**src/rtl/masked_rf_ctrl_pkg.sv**
```systemverilog
// Shared types, sizes and command legality rules for the masked register-file controller.
package masked_rf_pkg;

    localparam int unsigned NUM_REGS  = 16;
    localparam int unsigned DATA_W    = 64;
    localparam int unsigned RF_ADDR_W = $clog2(NUM_REGS);
    localparam int unsigned RSP_W     = 2 * DATA_W;
    localparam int unsigned CNT_W     = 4;

    typedef logic [RF_ADDR_W-1:0] addr_t;
    typedef logic [DATA_W-1:0]    word_t;

    typedef enum logic [1:0] {
        OpLoad = 2'b00,
        OpMask = 2'b01,
        OpArk  = 2'b10,
        OpRead = 2'b11
    } op_e;

    typedef enum logic [3:0] {
        StIdle,
        StLoad,
        StRnd0,
        StRnd1,
        StMask,
        StArk,
        StRd0,
        StRd1,
        StRsp
    } state_e;

    // Highest legal register index per operand; multi-word ops need headroom above the base.
    localparam addr_t LOAD_DST_MAX = 4'd14;
    localparam addr_t MASK_DST_MAX = 4'd12;
    localparam addr_t MASK_SRC_MAX = 4'd14;
    localparam addr_t ARK_DST_MAX  = 4'd12;
    localparam addr_t ARK_SRC_MAX  = 4'd12;
    localparam addr_t READ_DST_MAX = 4'd14;

    localparam logic [CNT_W-1:0] ROUND_MAX = 4'd15;

    function automatic logic cmd_legal(op_e op, addr_t dst, addr_t src);
        logic ok;
        unique case (op)
            OpLoad: ok = (dst <= LOAD_DST_MAX);
            OpMask: ok = (dst <= MASK_DST_MAX) && (src <= MASK_SRC_MAX);
            OpArk:  ok = (dst <= ARK_DST_MAX) && (src <= ARK_SRC_MAX);
            OpRead: ok = (dst <= READ_DST_MAX);
        endcase
        return ok;
    endfunction

    // Register indices are passed to the register file zero-extended on a data bus.
    function automatic word_t zext_addr(addr_t a);
        return {{(DATA_W - RF_ADDR_W){1'b0}}, a};
    endfunction

endpackage

```
**src/rtl/masked_rf_ctrl_if.sv**
```systemverilog
// Bundle of command, RNG, register-file and response signals around the controller.
interface masked_rf_ctrl_if;
    import masked_rf_pkg::*;

    logic             cmd_valid_i;
    logic             cmd_ready_o;
    logic [1:0]       cmd_op_i;
    addr_t            cmd_dst_i;
    addr_t            cmd_src_i;
    word_t            cmd_data0_i;
    word_t            cmd_data1_i;

    logic             rnd_valid_i;
    word_t            rnd_data_i;
    logic             rnd_ready_o;

    addr_t            rf_addr_o;
    word_t            rf_in0_o;
    word_t            rf_in1_o;
    word_t            rf_in2_o;
    logic             rf_write_en_o;
    logic             rf_random_o;
    logic             rf_ark_o;
    logic             rf_read_en_o;
    word_t            rf_rdata_i;

    logic             rsp_valid_o;
    logic             rsp_ready_i;
    logic [RSP_W-1:0] rsp_data_o;

    logic             done_o;
    logic             err_o;
    logic [CNT_W-1:0] round_cnt_o;

    // Controller side.
    modport master (
        input  cmd_valid_i, cmd_op_i, cmd_dst_i, cmd_src_i, cmd_data0_i, cmd_data1_i,
        input  rnd_valid_i, rnd_data_i, rf_rdata_i, rsp_ready_i,
        output cmd_ready_o, rnd_ready_o,
        output rf_addr_o, rf_in0_o, rf_in1_o, rf_in2_o,
        output rf_write_en_o, rf_random_o, rf_ark_o, rf_read_en_o,
        output rsp_valid_o, rsp_data_o, done_o, err_o, round_cnt_o
    );

    // Environment side: command source, RNG, register file and response sink.
    modport slave (
        output cmd_valid_i, cmd_op_i, cmd_dst_i, cmd_src_i, cmd_data0_i, cmd_data1_i,
        output rnd_valid_i, rnd_data_i, rf_rdata_i, rsp_ready_i,
        input  cmd_ready_o, rnd_ready_o,
        input  rf_addr_o, rf_in0_o, rf_in1_o, rf_in2_o,
        input  rf_write_en_o, rf_random_o, rf_ark_o, rf_read_en_o,
        input  rsp_valid_o, rsp_data_o, done_o, err_o, round_cnt_o
    );

endinterface

```
**src/rtl/masked_rf_rnd_buf.sv**
```systemverilog
// Two-word randomness collector: fills r0 then r1 from a ready/valid RNG stream.
module masked_rf_rnd_buf
    import masked_rf_pkg::*;
(
    input  logic  clk_i,
    input  logic  rst_ni,
    input  logic  collect,
    input  logic  clear,
    input  logic  rnd_valid,
    input  word_t rnd_data,
    output logic  rnd_ready,
    output word_t r0,
    output word_t r1,
    output logic  full
);

    logic [1:0] cnt_q;
    word_t      r0_q;
    word_t      r1_q;
    logic       take;

    assign full      = (cnt_q == 2'd2);
    assign rnd_ready = collect && !full;
    assign take      = rnd_valid && rnd_ready;
    assign r0        = r0_q;
    assign r1        = r1_q;

    // Word store; clear wipes both shares of randomness once they have been used.
    always_ff @(posedge clk_i or negedge rst_ni) begin
        if (!rst_ni) begin
            cnt_q <= 2'd0;
            r0_q  <= '0;
            r1_q  <= '0;
        end else if (clear) begin
            cnt_q <= 2'd0;
            r0_q  <= '0;
            r1_q  <= '0;
        end else if (take) begin
            if (cnt_q == 2'd0) begin
                r0_q <= rnd_data;
            end else begin
                r1_q <= rnd_data;
            end
            cnt_q <= cnt_q + 2'd1;
        end
    end

endmodule

```
**src/rtl/masked_rf_ctrl.sv**
```systemverilog
// Command sequencer for the masked share register file: LOAD, MASK, ARK and READ.
module masked_rf_ctrl
    import masked_rf_pkg::*;
(
    input logic              clk_i,
    input logic              rst_ni,
    masked_rf_ctrl_if.master bus
);

    state_e           state_q, state_d;
    addr_t            dst_q;
    addr_t            src_q;
    word_t            data0_q;
    word_t            data1_q;
    logic [RSP_W-1:0] rsp_data_q, rsp_data_d;
    logic [CNT_W-1:0] round_cnt_q, round_cnt_d;
    logic             err_q, err_d;

    logic             cmd_hs;
    logic             cmd_ok;
    logic             rnd_collect;
    logic             rnd_clear;
    logic             rnd_ready;
    logic             rnd_full;
    logic             rnd_hs;
    word_t            r0;
    word_t            r1;

    assign cmd_hs      = bus.cmd_valid_i && (state_q == StIdle);
    assign cmd_ok      = cmd_legal(op_e'(bus.cmd_op_i), bus.cmd_dst_i, bus.cmd_src_i);
    assign rnd_collect = (state_q == StRnd0) || (state_q == StRnd1);
    assign rnd_clear   = (state_q == StMask);
    assign rnd_hs      = bus.rnd_valid_i && rnd_ready;

    assign bus.rnd_ready_o = rnd_ready;
    assign bus.rsp_data_o  = rsp_data_q;
    assign bus.round_cnt_o = round_cnt_q;
    assign bus.err_o       = err_q;

    masked_rf_rnd_buf u_rnd_buf (
        .clk_i     (clk_i),
        .rst_ni    (rst_ni),
        .collect   (rnd_collect),
        .clear     (rnd_clear),
        .rnd_valid (bus.rnd_valid_i),
        .rnd_data  (bus.rnd_data_i),
        .rnd_ready (rnd_ready),
        .r0        (r0),
        .r1        (r1),
        .full      (rnd_full)
    );

    // State, response, counter and error registers.
    always_ff @(posedge clk_i or negedge rst_ni) begin
        if (!rst_ni) begin
            state_q     <= StIdle;
            rsp_data_q  <= '0;
            round_cnt_q <= '0;
            err_q       <= 1'b0;
        end else begin
            state_q     <= state_d;
            rsp_data_q  <= rsp_data_d;
            round_cnt_q <= round_cnt_d;
            err_q       <= err_d;
        end
    end

    // Command operands are captured on every accepted command.
    always_ff @(posedge clk_i or negedge rst_ni) begin
        if (!rst_ni) begin
            dst_q   <= '0;
            src_q   <= '0;
            data0_q <= '0;
            data1_q <= '0;
        end else if (cmd_hs) begin
            dst_q   <= bus.cmd_dst_i;
            src_q   <= bus.cmd_src_i;
            data0_q <= bus.cmd_data0_i;
            data1_q <= bus.cmd_data1_i;
        end
    end

    // Next-state and strobe decode; every data bus defaults to zero so idle wires carry no share.
    always_comb begin
        state_d           = state_q;
        rsp_data_d        = rsp_data_q;
        round_cnt_d       = round_cnt_q;
        err_d             = 1'b0;
        bus.cmd_ready_o   = 1'b0;
        bus.rf_addr_o     = '0;
        bus.rf_in0_o      = '0;
        bus.rf_in1_o      = '0;
        bus.rf_in2_o      = '0;
        bus.rf_write_en_o = 1'b0;
        bus.rf_random_o   = 1'b0;
        bus.rf_ark_o      = 1'b0;
        bus.rf_read_en_o  = 1'b0;
        bus.rsp_valid_o   = 1'b0;
        bus.done_o        = 1'b0;

        unique case (state_q)
            StIdle: begin
                bus.cmd_ready_o = 1'b1;
                if (cmd_hs) begin
                    if (!cmd_ok) begin
                        err_d = 1'b1;
                    end else begin
                        unique case (op_e'(bus.cmd_op_i))
                            OpLoad: state_d = StLoad;
                            OpMask: state_d = StRnd0;
                            OpArk:  state_d = StArk;
                            OpRead: state_d = StRd0;
                        endcase
                    end
                end
            end
            StLoad: begin
                bus.rf_write_en_o = 1'b1;
                bus.rf_addr_o     = dst_q;
                bus.rf_in0_o      = data0_q;
                bus.rf_in1_o      = data1_q;
                bus.done_o        = 1'b1;
                round_cnt_d       = '0;
                state_d           = StIdle;
            end
            StRnd0: begin
                if (rnd_hs) begin
                    state_d = StRnd1;
                end
            end
            StRnd1: begin
                // full only rises after the second handshake; kept as a safety exit.
                if (rnd_hs || rnd_full) begin
                    state_d = StMask;
                end
            end
            StMask: begin
                bus.rf_write_en_o = 1'b1;
                bus.rf_random_o   = 1'b1;
                bus.rf_addr_o     = dst_q;
                bus.rf_in0_o      = zext_addr(src_q);
                bus.rf_in1_o      = r0;
                bus.rf_in2_o      = r1;
                bus.done_o        = 1'b1;
                state_d           = StIdle;
            end
            StArk: begin
                bus.rf_write_en_o = 1'b1;
                bus.rf_ark_o      = 1'b1;
                bus.rf_in0_o      = zext_addr(dst_q);
                bus.rf_in1_o      = zext_addr(src_q);
                bus.done_o        = 1'b1;
                if (round_cnt_q != ROUND_MAX) begin
                    round_cnt_d = round_cnt_q + 4'd1;
                end
                state_d = StIdle;
            end
            StRd0: begin
                bus.rf_read_en_o        = 1'b1;
                bus.rf_addr_o           = dst_q;
                rsp_data_d[DATA_W-1:0]  = bus.rf_rdata_i;
                state_d                 = StRd1;
            end
            StRd1: begin
                bus.rf_read_en_o           = 1'b1;
                bus.rf_addr_o              = dst_q + addr_t'(1);
                rsp_data_d[RSP_W-1:DATA_W] = bus.rf_rdata_i;
                state_d                    = StRsp;
            end
            StRsp: begin
                bus.rsp_valid_o = 1'b1;
                if (bus.rsp_ready_i) begin
                    bus.done_o = 1'b1;
                    rsp_data_d = '0;
                    state_d    = StIdle;
                end
            end
            default: begin
                state_d = StIdle;
            end
        endcase
    end

endmodule

```
**src/flat_wrapper.sv**
```systemverilog
// flat-port wrapper written by rule: the top's interface ports become plain ports
module masked_rf_ctrl_flat import masked_rf_pkg::*;
  (clk_i, rst_ni, bus_cmd_valid_i, bus_cmd_op_i, bus_cmd_dst_i, bus_cmd_src_i, bus_cmd_data0_i, bus_cmd_data1_i, bus_rnd_valid_i, bus_rnd_data_i, bus_rf_rdata_i, bus_rsp_ready_i, bus_cmd_ready_o, bus_rnd_ready_o, bus_rf_addr_o, bus_rf_in0_o, bus_rf_in1_o, bus_rf_in2_o, bus_rf_write_en_o, bus_rf_random_o, bus_rf_ark_o, bus_rf_read_en_o, bus_rsp_valid_o, bus_rsp_data_o, bus_done_o, bus_err_o, bus_round_cnt_o);
  masked_rf_ctrl_if bus_i ();
  input logic clk_i;
  input logic rst_ni;
  input wire logic [$bits(bus_i.cmd_valid_i)-1:0] bus_cmd_valid_i;
  input wire logic [$bits(bus_i.cmd_op_i)-1:0] bus_cmd_op_i;
  input wire logic [$bits(bus_i.cmd_dst_i)-1:0] bus_cmd_dst_i;
  input wire logic [$bits(bus_i.cmd_src_i)-1:0] bus_cmd_src_i;
  input wire logic [$bits(bus_i.cmd_data0_i)-1:0] bus_cmd_data0_i;
  input wire logic [$bits(bus_i.cmd_data1_i)-1:0] bus_cmd_data1_i;
  input wire logic [$bits(bus_i.rnd_valid_i)-1:0] bus_rnd_valid_i;
  input wire logic [$bits(bus_i.rnd_data_i)-1:0] bus_rnd_data_i;
  input wire logic [$bits(bus_i.rf_rdata_i)-1:0] bus_rf_rdata_i;
  input wire logic [$bits(bus_i.rsp_ready_i)-1:0] bus_rsp_ready_i;
  output wire logic [$bits(bus_i.cmd_ready_o)-1:0] bus_cmd_ready_o;
  output wire logic [$bits(bus_i.rnd_ready_o)-1:0] bus_rnd_ready_o;
  output wire logic [$bits(bus_i.rf_addr_o)-1:0] bus_rf_addr_o;
  output wire logic [$bits(bus_i.rf_in0_o)-1:0] bus_rf_in0_o;
  output wire logic [$bits(bus_i.rf_in1_o)-1:0] bus_rf_in1_o;
  output wire logic [$bits(bus_i.rf_in2_o)-1:0] bus_rf_in2_o;
  output wire logic [$bits(bus_i.rf_write_en_o)-1:0] bus_rf_write_en_o;
  output wire logic [$bits(bus_i.rf_random_o)-1:0] bus_rf_random_o;
  output wire logic [$bits(bus_i.rf_ark_o)-1:0] bus_rf_ark_o;
  output wire logic [$bits(bus_i.rf_read_en_o)-1:0] bus_rf_read_en_o;
  output wire logic [$bits(bus_i.rsp_valid_o)-1:0] bus_rsp_valid_o;
  output wire logic [$bits(bus_i.rsp_data_o)-1:0] bus_rsp_data_o;
  output wire logic [$bits(bus_i.done_o)-1:0] bus_done_o;
  output wire logic [$bits(bus_i.err_o)-1:0] bus_err_o;
  output wire logic [$bits(bus_i.round_cnt_o)-1:0] bus_round_cnt_o;
  assign bus_i.cmd_valid_i = bus_cmd_valid_i;
  assign bus_i.cmd_op_i = bus_cmd_op_i;
  assign bus_i.cmd_dst_i = bus_cmd_dst_i;
  assign bus_i.cmd_src_i = bus_cmd_src_i;
  assign bus_i.cmd_data0_i = bus_cmd_data0_i;
  assign bus_i.cmd_data1_i = bus_cmd_data1_i;
  assign bus_i.rnd_valid_i = bus_rnd_valid_i;
  assign bus_i.rnd_data_i = bus_rnd_data_i;
  assign bus_i.rf_rdata_i = bus_rf_rdata_i;
  assign bus_i.rsp_ready_i = bus_rsp_ready_i;
  assign bus_cmd_ready_o = bus_i.cmd_ready_o;
  assign bus_rnd_ready_o = bus_i.rnd_ready_o;
  assign bus_rf_addr_o = bus_i.rf_addr_o;
  assign bus_rf_in0_o = bus_i.rf_in0_o;
  assign bus_rf_in1_o = bus_i.rf_in1_o;
  assign bus_rf_in2_o = bus_i.rf_in2_o;
  assign bus_rf_write_en_o = bus_i.rf_write_en_o;
  assign bus_rf_random_o = bus_i.rf_random_o;
  assign bus_rf_ark_o = bus_i.rf_ark_o;
  assign bus_rf_read_en_o = bus_i.rf_read_en_o;
  assign bus_rsp_valid_o = bus_i.rsp_valid_o;
  assign bus_rsp_data_o = bus_i.rsp_data_o;
  assign bus_done_o = bus_i.done_o;
  assign bus_err_o = bus_i.err_o;
  assign bus_round_cnt_o = bus_i.round_cnt_o;
  masked_rf_ctrl u_core (.clk_i(clk_i), .rst_ni(rst_ni), .bus(bus_i));
endmodule
```
**config.mk**
```make
export PLATFORM = sky130hd
export DESIGN_NAME = masked_rf_ctrl_flat
export DESIGN_NICKNAME = d
export VERILOG_FILES = /design/src/rtl/masked_rf_ctrl_pkg.sv /design/src/rtl/masked_rf_ctrl_if.sv /design/src/rtl/masked_rf_rnd_buf.sv /design/src/rtl/masked_rf_ctrl.sv /design/src/flat_wrapper.sv
export SDC_FILE = /design/constraint.sdc
export NUM_CORES = 1
export LEC_CHECK = 0
export CAP_MARGIN = 10
export CELL_PAD_IN_SITES_DETAIL_PLACEMENT = 0
export CELL_PAD_IN_SITES_GLOBAL_PLACEMENT = 1
export CORE_AREA = 2 2 239 241
export DETAILED_ROUTE_END_ITERATION = 16
export DIE_AREA = 0 0 241 243
export HOLD_SLACK_MARGIN = 0.1
export PLACE_DENSITY = 0.73
export SYNTH_ARGS = -nofsm -noshare
export SYNTH_HDL_FRONTEND = slang
export SYNTH_SLANG_ARGS = --single-unit
```
**constraint.sdc**
```tcl
create_clock -name clk_i -period 4.95 [get_ports clk_i]
set_clock_uncertainty 0.15 [all_clocks]
set_input_delay 1.485 -clock clk_i [delete_from_list [all_inputs] [get_ports clk_i]]
set_output_delay 1.485 -clock clk_i [all_outputs]
set_load 0.02 [all_outputs]
```
==> reports/qor.txt <==
Routed Wire Length: 61000 um
CP max stage cell: clkdlybuf4s50_1
Final setup viols: 0
Num Clock Sinks: 403
Int Pwr: 0.0102 W
Critical path arrival: 3.10 ns
Layout Utilization: 45.7%
Synth cell types: 40
Row count: 87
Post-synthesis sequential area ratio: 58.8%
CP Data Required Time: 3.31 ns
RD Place Congestion: 0.870
Hold_sp: u_core.data0_q[29]
Worst path top cell family by delay: buffers and inverters
RSZ-0062 raised after global routing: false
Clock Latency Late Sink: 0.57 ns
HP Class: reg -> reg
Routed len/inst: 21.4 um
IO Pins: 608
Root buf cell: clkbuf_16
Final min period: 4.73 ns
Power share of the clock group: 21.7%
Multi-input combinational cell area: 0.00645 sq mm
Reg2reg setup slack: 2.21 ns
Most common cell after layout, fill and taps aside: clkdlybuf4s50_1
Crit. End Element: output port
Maximum vdd ir drop: 0.000292 V
Crit start category: flip-flop
Setup TNS: 0 ns
Yosys reg bits: 403
Bufs and invs on worst path: 3
Fin nets: 2336
First-pass GRT wire length: 91200 um
CP cell instances: buf_4 -> nand2b_1 -> nor3_4 -> buf_12 -> a22o_1 -> clkdlybuf4s50_1
Core Box Area: 0.0560 sq mm
Initial Utilization: 30.6%
Synth Instances: 1497
Placed inst area: 0.0240 sq mm
Status: finished clean
H-tree depth: 2
Worst Hold Depth: 1
Netlist area before placement: 0.0171 sq mm
Crit Path Category: reg -> out
Max-Cap Viols: 0
Ys Warns: 0
Die ar.: 0.0586 sq mm
Layout area overhead: 49.1%
Net Sw Power: 0.00588 W
Mapped Nets: 1776
Top FF cell, synth: dfrtp_1
Synth async-reset ratio: 100%
Max transition margin: 39.8%
DRT iter0 DRCs: 846
DR vias: 14000
Least-Margin Pin Slew: 0.903 ns
WHS Endpoint: u_core.data0_q[29]
Setup ws final: 0.219 ns
Commonest non-fill, non-tap cells in the layout: clkdlybuf4s50_1, dfrtp_1, nand2_1
Vias in the first global route: 14400
IO buf count: 607
EDFF count, synth: 0
Total CTS buffers: 46
Critical R2R Capture: u_core.u_rnd_buf.r0[21]
First-pass iteration count of the detailed router: 6
Post-CTS sizing: 0
Crit-path max FO: 71
Fin. max-slew vios: 0
Layout cells sized above 1: 12.6%
Sw Ratio: 36.7%
Cell Pwr Density: 627 mW/mm^2
Fin crit share: 95.6%
Worst r2r src: u_core.state_q[1]
Final Hold Viols: 0
CTS hold repair buffers: 0
Sequential share of power: 35.0%
Largest net degree at the start of global routing: 104
Sequential Area: 0.0101 sq mm
Initial antenna violation count: 7
FF-to-FF path depth: 5
Fillers: 5242
Total grt overflow: 0
Chip Height: 243 um
GRT Total Usage: 20.3%
Lkg Pwr: 11.3 nW
Vias per cell: 4.91
Final ANT Viol Nets: 0
Chip width: 241 um
Max Freq: 211 MHz
Critical path's largest stage delay: 0.67 ns
Post-detail-place hpwl: 41700 um
Combinational share of power: 43.2%
Cell area after layout: 0.0256 sq mm
CTS tree: built
Clock Path Buffers: 3
Syn Area/Cell: 11.4 sq um
Post-CTS Setup Bufs: 0
DRC Markers: 0
Worst-path clk slew: 0.06 ns
DP Worst Slack: 0.447 ns
[metal layers]
layer / GRT usage, % / wire length, um / vias up
met2: 33.0 / 29700 / 395
met5: 0 / 12 / -
met3: 4.23 / 3440 / 120
met4: 8.66 / 2390 / 2
met1: 26.1 / 25400 / 7067
li1: - / - / 6427
[sequential cells by signal, summed over array words and instances (netlist names)]
signal and flops:
u_core.data0_q 64, u_core.u_rnd_buf.r1 64, u_core.dst_q 4, u_core.src_q 4
u_core.state_q 4, u_core.u_rnd_buf.cnt_q 2, u_core.bus.round_cnt_o 4, u_core.bus.err_o 1
u_core.data1_q 64, u_core.bus.rsp_data_o 128, u_core.u_rnd_buf.r0 64
[synthesized netlist by cell type, drive strengths merged, types with 3 or more instances]
master / n / share of area (%)
dfrtp: 403 / 59
nand2: 280 / 6.1
a22o: 188 / 9.6
mux2: 137 / 9.0
a21oi: 136 / 4.0
and3: 128 / 4.7
clkbuf: 72 / 1.6
buf: 61 / 2.2
nand3: 13 / 0.38
nor2: 13 / 0.28
a22oi: 8 / 0.35
ha: 8 / 0.58
inv: 5 / 0.11
o21ai: 5 / 0.15
nand2b: 4 / 0.15
nor2b: 4 / 0.15
nor3: 4 / 0.15
nand3b: 3 / 0.13
[power by group through the flow]
stage	clock [W]	sequential [W]	combinational [W]
2_1_floorplan	0	0.00594	0.00348
3_3_place_gp	0	0.00560	0.00692
3_5_place_dp	0	0.00564	0.00700
4_1_cts	0.00358	0.00560	0.00703
5_1_grt	0.00370	0.00579	0.00743
6_report	0.00349	0.00562	0.00693
[layout make-up]
| type | instances | share of cell area [%] |
|---|---|---|
| Sequential cell | 403 | 39.5 |
| Timing Repair Buffer | 645 | 25.4 |
| Multi-Input combinational cell | 956 | 25.2 |
| Clock buffer | 72 | 5.61 |
| Tap cell | 756 | 3.70 |
| Clock inverter | 9 | 0.401 |
| Inverter | 5 | 0.0734 |
| Antenna cell | 6 | 0.0588 |
[through the flow]
step	hold WS (ns)	total power, W	cells
after floorplan	0.321	0.00942	1497
after global placement	0.329	0.0125	2765
after detailed placement	0.331	0.0126	2765
after CTS	0.347	0.0162	2846
after global routing	0.355	0.0169	2851
final	0.345	0.0160	2852
[logic make-up after synthesis]
logic type | after synthesis | synth area share, %
AO/OA/AOI/OAI | 345 | 14.5
XOR/XNOR | 3 | 0.153
adder cells (fa/ha/maj) | 10 | 0.701
buffers and inverters | 138 | 3.93
flip-flops | 403 | 58.8
multiplexers | 139 | 9.12
AND/OR/NAND/NOR | 459 | 12.8
[worst max-delay path by stage]
stage	startpoint	endpoint	slack, ns	depth (start not counted)
after floorplan	u_core.state_q[0]	bus_done_o	1.57	5
after global placement	bus_rsp_ready_i	bus_done_o	0.45	3
after detailed placement	bus_rsp_ready_i	bus_done_o	0.45	3
after CTS	u_core.state_q[1]	bus_rf_in1_o[12]	0.19	4
after global routing	u_core.state_q[1]	bus_rf_in1_o[12]	0.08	4
final	u_core.state_q[1]	bus_rf_in1_o[60]	0.22	6
No activity file was read; power rests on OpenSTA's default activity.
